### config.mk
export PLATFORM = sky130hd
export DESIGN_NAME = div_issue_ctrl
export DESIGN_NICKNAME = d
export VERILOG_FILES = /design/src/rtl/div_issue_ctrl.sv
export SDC_FILE = /design/constraint.sdc
export NUM_CORES = 1
export LEC_CHECK = 0
export ABC_CLOCK_PERIOD_IN_PS = 3950
export BUFFER_PORTS_ARGS = -buffer_cell sky130_fd_sc_hd__buf_2
export CORE_AREA = 2 2 156 158
export DETAILED_ROUTE_END_ITERATION = 8
export DIE_AREA = 0 0 158 160
export GPL_TIMING_DRIVEN = 0
export PLACE_DENSITY_LB_ADDON = 0.05
export SETUP_SLACK_MARGIN = 0.2
export SYNTH_ARGS = -nofsm -noshare
export SYNTH_HDL_FRONTEND = slang
export SYNTH_SLANG_ARGS = --single-unit
### constraint.sdc
create_clock -name clk -period 3.95 [get_ports clk]
set_clock_uncertainty 0.15 [all_clocks]
set_input_delay 0.1975 -clock clk [delete_from_list [all_inputs] [get_ports clk]]
set_output_delay 0.1975 -clock clk [all_outputs]
set_load 0.005 [all_outputs]
### src/rtl/div_issue_ctrl.sv
// rtl/div_issue_ctrl.sv - multi-cycle issue sequencer for the combinational EXU divider
//
// Latches one divide request and holds its operands on the divider for
// LATENCY cycles. RISC-V divide-by-zero and signed-overflow results are
// produced locally. The registered quotient is handed downstream through a
// valid/ready handshake.
//
// Parameters:
//   LATENCY      cycles the operands sit on the divider before sampling (1..15)
// Optional build macro:
//   DIV_ISSUE_FAST_ONE_EN  treat divisor == 1 as a 1-cycle special case
// Ports:
//   clk, rst_n            clock, synchronous active-low reset
//   flush                 abort any in-flight operation
//   in_valid/in_ready     request handshake; in_src1, in_src2, in_ctrl operands/op
//   div_src1/2, div_ctrl  latched operands/op driven to the divider
//   div_result            divider output (already sign-extended for W ops)
//   out_valid/out_ready   result handshake; out_result final quotient
module div_issue_ctrl #(
    parameter int LATENCY = 4
) (
    input  logic        clk,
    input  logic        rst_n,
    input  logic        flush,
    input  logic        in_valid,
    output logic        in_ready,
    input  logic [63:0] in_src1,
    input  logic [63:0] in_src2,
    input  logic [4:0]  in_ctrl,
    output logic [63:0] div_src1,
    output logic [63:0] div_src2,
    output logic [4:0]  div_ctrl,
    input  logic [63:0] div_result,
    output logic        out_valid,
    input  logic        out_ready,
    output logic [63:0] out_result
);

    localparam logic [4:0] OP_DIVW  = 5'b10001;
    localparam logic [4:0] OP_DIVUW = 5'b10010;
    localparam logic [4:0] OP_DIVU  = 5'b10011;
    localparam logic [4:0] OP_DIV   = 5'b10100;

    typedef enum logic [1:0] {
        IDLE = 2'd0,
        CALC = 2'd1,
        DONE = 2'd2
    } state_t;

    state_t      state;
    state_t      state_next;
    logic [3:0]  counter;

    logic        op_legal;
    logic        accept;
    logic        is_w;
    logic        div_zero;
    logic        ovf;
    logic        special;
    logic [63:0] special_val;

    assign op_legal = (in_ctrl == OP_DIVW) || (in_ctrl == OP_DIVUW) ||
                      (in_ctrl == OP_DIVU) || (in_ctrl == OP_DIV);

    // flush wins over acceptance: a request in a flush cycle is not latched
    assign accept = (state == IDLE) && in_valid && op_legal && !flush;

    // Special cases are judged on the latched operands during the first
    // CALC cycle, which gives them a one-cycle latency.
    assign is_w     = (div_ctrl == OP_DIVW) || (div_ctrl == OP_DIVUW);
    assign div_zero = is_w ? (div_src2[31:0] == 32'd0) : (div_src2 == 64'd0);
    assign ovf      = ((div_ctrl == OP_DIV) &&
                       (div_src1 == 64'h8000_0000_0000_0000) &&
                       (div_src2 == 64'hFFFF_FFFF_FFFF_FFFF)) ||
                      ((div_ctrl == OP_DIVW) &&
                       (div_src1[31:0] == 32'h8000_0000) &&
                       (div_src2[31:0] == 32'hFFFF_FFFF));

`ifdef DIV_ISSUE_FAST_ONE_EN
    logic div_one;
    assign div_one = is_w ? (div_src2[31:0] == 32'd1) : (div_src2 == 64'd1);
    assign special = div_zero || ovf || div_one;
`else
    assign special = div_zero || ovf;
`endif

    always_comb begin
        special_val = 64'hFFFF_FFFF_FFFF_FFFF;
        if (div_zero) begin
            special_val = 64'hFFFF_FFFF_FFFF_FFFF;
        end else if (ovf) begin
            special_val = is_w ? 64'hFFFF_FFFF_8000_0000 : 64'h8000_0000_0000_0000;
        end else begin
            // divisor of one: quotient is the dividend
            special_val = is_w ? {{32{div_src1[31]}}, div_src1[31:0]} : div_src1;
        end
    end

    // State register
    always_ff @(posedge clk) begin
        if (!rst_n) begin
            state <= IDLE;
        end else begin
            state <= state_next;
        end
    end

    // Next-state logic
    always_comb begin
        state_next = state;
        case (state)
            IDLE: if (accept) state_next = CALC;
            CALC: if (special || (counter == 4'd0)) state_next = DONE;
            DONE: if (out_ready) state_next = IDLE;
            default: state_next = IDLE;
        endcase
        if (flush) begin
            state_next = IDLE;
        end
    end

    // Output logic
    always_comb begin
        in_ready  = (state == IDLE);
        out_valid = (state == DONE);
    end

    // Datapath: operand latch, hold counter and result register
    always_ff @(posedge clk) begin
        if (!rst_n) begin
            div_src1   <= 64'd0;
            div_src2   <= 64'd0;
            div_ctrl   <= 5'd0;
            counter    <= 4'd0;
            out_result <= 64'd0;
        end else begin
            if (accept) begin
                div_src1 <= in_src1;
                div_src2 <= in_src2;
                div_ctrl <= in_ctrl;
                counter  <= 4'(LATENCY - 1);
            end else if ((state == CALC) && !flush) begin
                if (special) begin
                    out_result <= special_val;
                end else if (counter == 4'd0) begin
                    out_result <= div_result;
                end else begin
                    counter <= counter - 4'd1;
                end
            end
        end
    end

endmodule

## After elaboration in Yosys (flattened, before gate mapping)

Index checks and enable logic that the tools add are counted.
Widths: inputs -> output; s select.

| storage, ports and cells | value |
|---|---|
| register bits after elaboration | 203 |
| input bits | 202 |
| output and inout port bits | 199 |

| cells by class | value |
|---|---|
| $add $sub $neg | 1 |
| equal/unequal tests | 18 |
| mux-type cells | 15 |
| bitwise logic cells | 4 |
| reduce and logical (&&, ||, !) cells | 28 |

Operators with widths:

| operator | count |
|---|---|
| $mux 64 | 5 |
| $eq 64x64->1 const B | 2 |
| $eq 32x32->1 const B | 2 |
| $logic_not 64->1 | 1 |
| $mux 63 | 1 |
| $eq 5x5->1 const B | 7 |
| $logic_not 32->1 | 1 |
| $mux 2 | 7 |
| $reduce_and 3->1 | 4 |
| $logic_and 1x1->1 | 8 |
| $logic_or 1x1->1 | 7 |
| $ne 2x2->1 const B | 3 |
| $pmux 2 s3 | 1 |
| $logic_not 4->1 | 1 |
| $ne 2x1->1 const B | 2 |
| $not 1->1 | 4 |
| $reduce_bool 2->1 | 2 |
| $reduce_or 2->1 | 2 |
| $sub 4x1->4 const B | 1 |
| $eq 2x1->1 const B | 1 |
| $eq 2x2->1 const B | 1 |
| $logic_not 2->1 | 1 |
| $logic_not 1->1 | 1 |
| $mux 1 | 1 |

## Depth between registers and ports, before layout

| logic depth | value |
|---|---|
| depth after elaboration | 8 |
| mapped depth | 8 |
| gate-level depth less buffers | 8 |

## Least setup slack after synthesis

Ideal clock, no wire load.

| timing | value |
|---|---|
| kind | register to register |
| start | register div_src1[17] |
| end | register out_result[10] |
| library setup time | 0.122 ns |
| arrival time | 2.105 ns |
| setup slack | 1.573 ns |
| stages on the path, launching flop included | 8 |
| buffers on the path | 1 |
| period minus slack after synthesis | 2.377 ns |
| path through | dfxtp_1 or4_1 or3_1 nor3_2 a21oi_1 o21a_1 buf_6 a221o_1 |

| on the way | value |
|---|---|
| word-level cells in the longest chain between the ends | 7 |

Ends and longest elaborated chain:

| what | RTL line | RTL |
|---|---|---|
| start: declaration | 30 | `output logic [63:0] div_src1,` |
| start signal: assignment | 138 | `div_src1 <= in_src1;` |
| $eq 64x64->1 / $eq 32x32->1 (equally long branches) | 73, 76 |  |
| $logic_and 1x1->1 (on tied branches) | 72, 75 |  |
| $logic_and 1x1->1 (on tied branches) | 73, 76 |  |
| $logic_or 1x1->1 * | 74 | `(div_src2 == 64'hFFFF_FFFF_FFFF_FFFF)) \|\|` |
| $mux 64 / $logic_or 1x1->1 (equally long branches) | 91, 84 |  |
| $mux 64 / $reduce_bool 2->1 (equally long branches) | - |  |
| $mux 64 / $reduce_and 3->1 (equally long branches) | - |  |
| end signal: assignment | 144 | `out_result <= special_val;` |
| end signal: assignment | 146 | `out_result <= div_result;` |
| end: declaration | 36 | `output logic [63:0] out_result` |

Every way passes the cells marked *; elsewhere a longest branch is shown, timed or not.
A chain may end at the register's enable or synchronous reset.

## Worst setup path in the final report

| timing | value |
|---|---|
| start | input flush |
| end | register div_src2[29] |

| on the way | value |
|---|---|
| word-level cells in the longest chain between the ends | 2 |

Ends and longest elaborated chain:

| what | RTL line | RTL |
|---|---|---|
| start: declaration | 24 | `input logic flush,` |
| $logic_not 1->1 | 66 | `assign accept = (state == IDLE) && in_valid && op_legal && !flush;` |
| $logic_and 1x1->1 | 66 |  |
| end signal: assignment | 139 | `div_src2 <= in_src2;` |
| end: declaration | 31 | `output logic [63:0] div_src2,` |

Every way passes these cells.

==> summary.txt <==
Status
  – Status: complete, no violations

Placement
  – HPWL after DPL: 22.6 mm
  – Inst Count DP: 1606
  – PortBufs: 399
  – Routability cong.: 0.824

Timing
  – Minimum clock period: 3.06 ns
  – Fmax: 327 MHz
  – Final period utilization: 77.4%
  – Final setup fails: 0
  – Worst Max-Slew Pin Slew: 0.779 ns
  – Worst rel slew slack: about half
  – WHS: 0.0323 ns
  – Final Hold Fails: 0
  – Setup TNS: 0 ns
  – RSZ-0062 raised after global routing: no
  – Slew Limit Fails: 0

Drt
  – Pre-antenna DRT Iters: 5
  – Drt first-iter violations: 534
  – Routed vias/inst: 4.85
  – DRC errors left: 0
  – Aggregate routed wire length: 31.8 mm
  – Antenna Nets Post-Route: 0
  – WL per Instance: 17.3 µm
  – Vias: 8935

Yosys
  – Post-Synthesis Cells: between 800 and 900
  – Syn Area/Cell: 9.03 µm²
  – Seq/Total Area, Yosys: about half
  – Ys async rst share: 0%
  – Area leader, netlist: dfxtp_1
  – Leading post-synthesis cells by cell area: dfxtp_1, nand2_1, a21boi_0
  – Post-synth top flop: dfxtp_1
  – Top cell type's share of synthesized area: between 50% and 60%
  – Number of flops mapped to enable cells by yosys: 0
  – Yosys Warn Count: 0
  – Cell variety after synth: 44
  – Synth Cell Area: about 8000 µm²
  – Syn_nets: 1086
  – Synthesized flop and latch total: 203

Final layout
  – Fin cells: 1841
  – Commonest non-fill, non-tap cell in the layout: buf_2
  – Area grow syn2layout: 64.6%
  – Nets: 1707
  – Fill count: 2256
  – Most frequent cells in the layout: buf_2, nand2_1, dfxtp_1
  – Proportion of layout cells with a drive suffix above 1: 31.6%

Worst setup path
  – Worst-path maximum fanout: 10
  – Setup crit end kind: flip-flop
  – CP startpoint kind: primary input
  – Crit path largest cell delay: 0.56 ns
  – CP arrival: 3.34 ns
  – Most frequent CP cell: clkbuf_1
  – Req. time, crit path: between 4 and 5 ns
  – CP Class: primary input to flip-flop
  – Register-to-Register Path Depth: 8
  – Critical-path top delay cell: dlygate4sd3_1
  – Crit-path cells: dlygate4sd3_1, buf_2, nor2_1, and4_1, and2_1, clkbuf_1, clkbuf_1, clkbuf_1, nand2_1, a21boi_0

Die
  – Die width: 158 µm
  – Die H: between 150 and 200 µm
  – Core area: 23800 µm²
  – Num rows: 57
  – Die Area: ~25000 µm²
  – I/O pins: around 400
  – Initial Util: 33.5%

Clock network
  – CTS tree: done
  – TritonCTS Sinks: 203
  – Htree depth: 1
  – Worst-path clk slew: 0.06 ns
  – Post-CTS setup buffer count: 0
  – Clock Tree Buf Depth: 3
  – Post_cts resized: 0
  – Skew-Pair Late Insertion Delay: ~0.52 ns
  – CTS Root Cell: clkbuf_16
  – Num CTS Buffers: 23

GRT
  – Grt total ovfl: 0
  – Vias in the first global route: a little under 9000
  – Largest net degree at the start of global routing: 14
  – Initial antenna violation count: 1
  – GR Util All Layers: 23.9%
  – First-pass GRT wire length: 48.3 mm

Run
  – MaxCap Viol Count: 0

Power
  – Pwr dens: 364 nW/µm²
  – Leakage power: 0.00570 µW
  – IR drop worst, VDD: roughly 280 µV

Hold path
  – Hold depth: 5
  – Hold Path Class: primary input to flip-flop
-- metal layers --
metal / track usage [%] / up-vias / routed length [µm] / share of wire (%)
met5: 0 / - / 0 / 0
li1: - / 4399 / - / -
met1: 29.7 / 4144 / 13700 / 43
met2: 41.1 / 326 / 15100 / 47
met4: 7.86 / 0 / 950 / 3.0
met3: 4.69 / 66 / 2020 / 6.4
-- cell usage after synthesis (all sizes together) (3+ instances only) --
cell type / n
dfxtp: 203
clkbuf: 57
or4: 4
inv: 4
a221o: 31
buf: 7
or3: 4
nor3: 8
o221a: 33
nor4: 34
nand3: 5
o21a: 3
a21boi: 130
and3: 3
nor2: 13
o31ai: 3
nand4b: 8
and2: 3
o21ai: 4
nand4: 26
nand2: 273
a21oi: 7
-- power breakdown --
part	internal [µW]	switching, µW	leakage [µW]
clock network	1380	870	0.000384
logic	265	169	0.00368
registers	2070	25.3	0.00164
-- timing repair --
action / in CTS / in global routing
endpoints found under the setup margin: 0 / 0
endpoints found under the hold margin: 197 / 0
hold buffers: 197 / 0
-- critical path: cells and delay by family --
kind / cells / cell delay [ns]
buffers and inverters: 5 / 2.16
and+or+nand+nor: 4 / 0.82
AOI/OAI and AO/OA: 1 / 0.15
-- path summary, 6_finish.rpt --
check | start | to | slack (ns)
setup / recovery | flush | div_src2[29]$_SDFFE_PN0P_ | 0.89
hold / removal | in_ctrl[4] | div_ctrl[2]$_SDFFE_PN0P_ | 0.03
setup reg to reg | state[1]$_SDFFE_PP0P_ | div_src2[29]$_SDFFE_PN0P_ | 0.96
hold reg to reg | out_result[25]$_SDFFE_PN0P_ | out_result[25]$_SDFFE_PN0P_ | 0.33
-- per-stage QoR --
| step | worst slack, ns | power (µW) | utilization, % | area, µm² |
|---|---|---|---|---|
| finish | 0.893 | 4780 | 55.1 | 13100 |
| global route | 0.587 | 4960 | 55.1 | 13100 |
| CTS | 0.770 | 4830 | 55.1 | 13100 |
| detailed placement | 0.840 | 2420 | 43.6 | 10400 |
| global placement | 0.903 | 2420 | 43.6 | 10400 |
| floorplan | 1.57 | 2240 | - | 7970 |
-- state kept, by name, summed over array words and instances, names as in the netlist --
name	cells
div_src1	64
div_src2	64
out_result	64
div_ctrl	5
counter	4
state	2
-- cell families after synthesis --
group | Yosys count | synth area share, %
xor+xnor | 2 | 0.220
buf+inv | 68 | 3.62
compound gates | 218 | 22.9
fa+ha+maj | 1 | 0.157
flops | 203 | 51.0
simple gates | 391 | 22.1
-- cell type report --
cell class	count	area (µm²)	area share, %
Inverter	4	15.0	0.114
Antenna cell	1	2.50	0.0191
Tap cell	324	405	3.09
Multi-Input combinational cell	612	3620	27.6
Clock buffer	28	624	4.76
Buffer	64	274	2.09
Clock inverter	9	153	1.16
Sequential cell	203	4060	31.0
Timing Repair Buffer	596	3970	30.2
No activity file was read; power rests on OpenSTA's default activity.
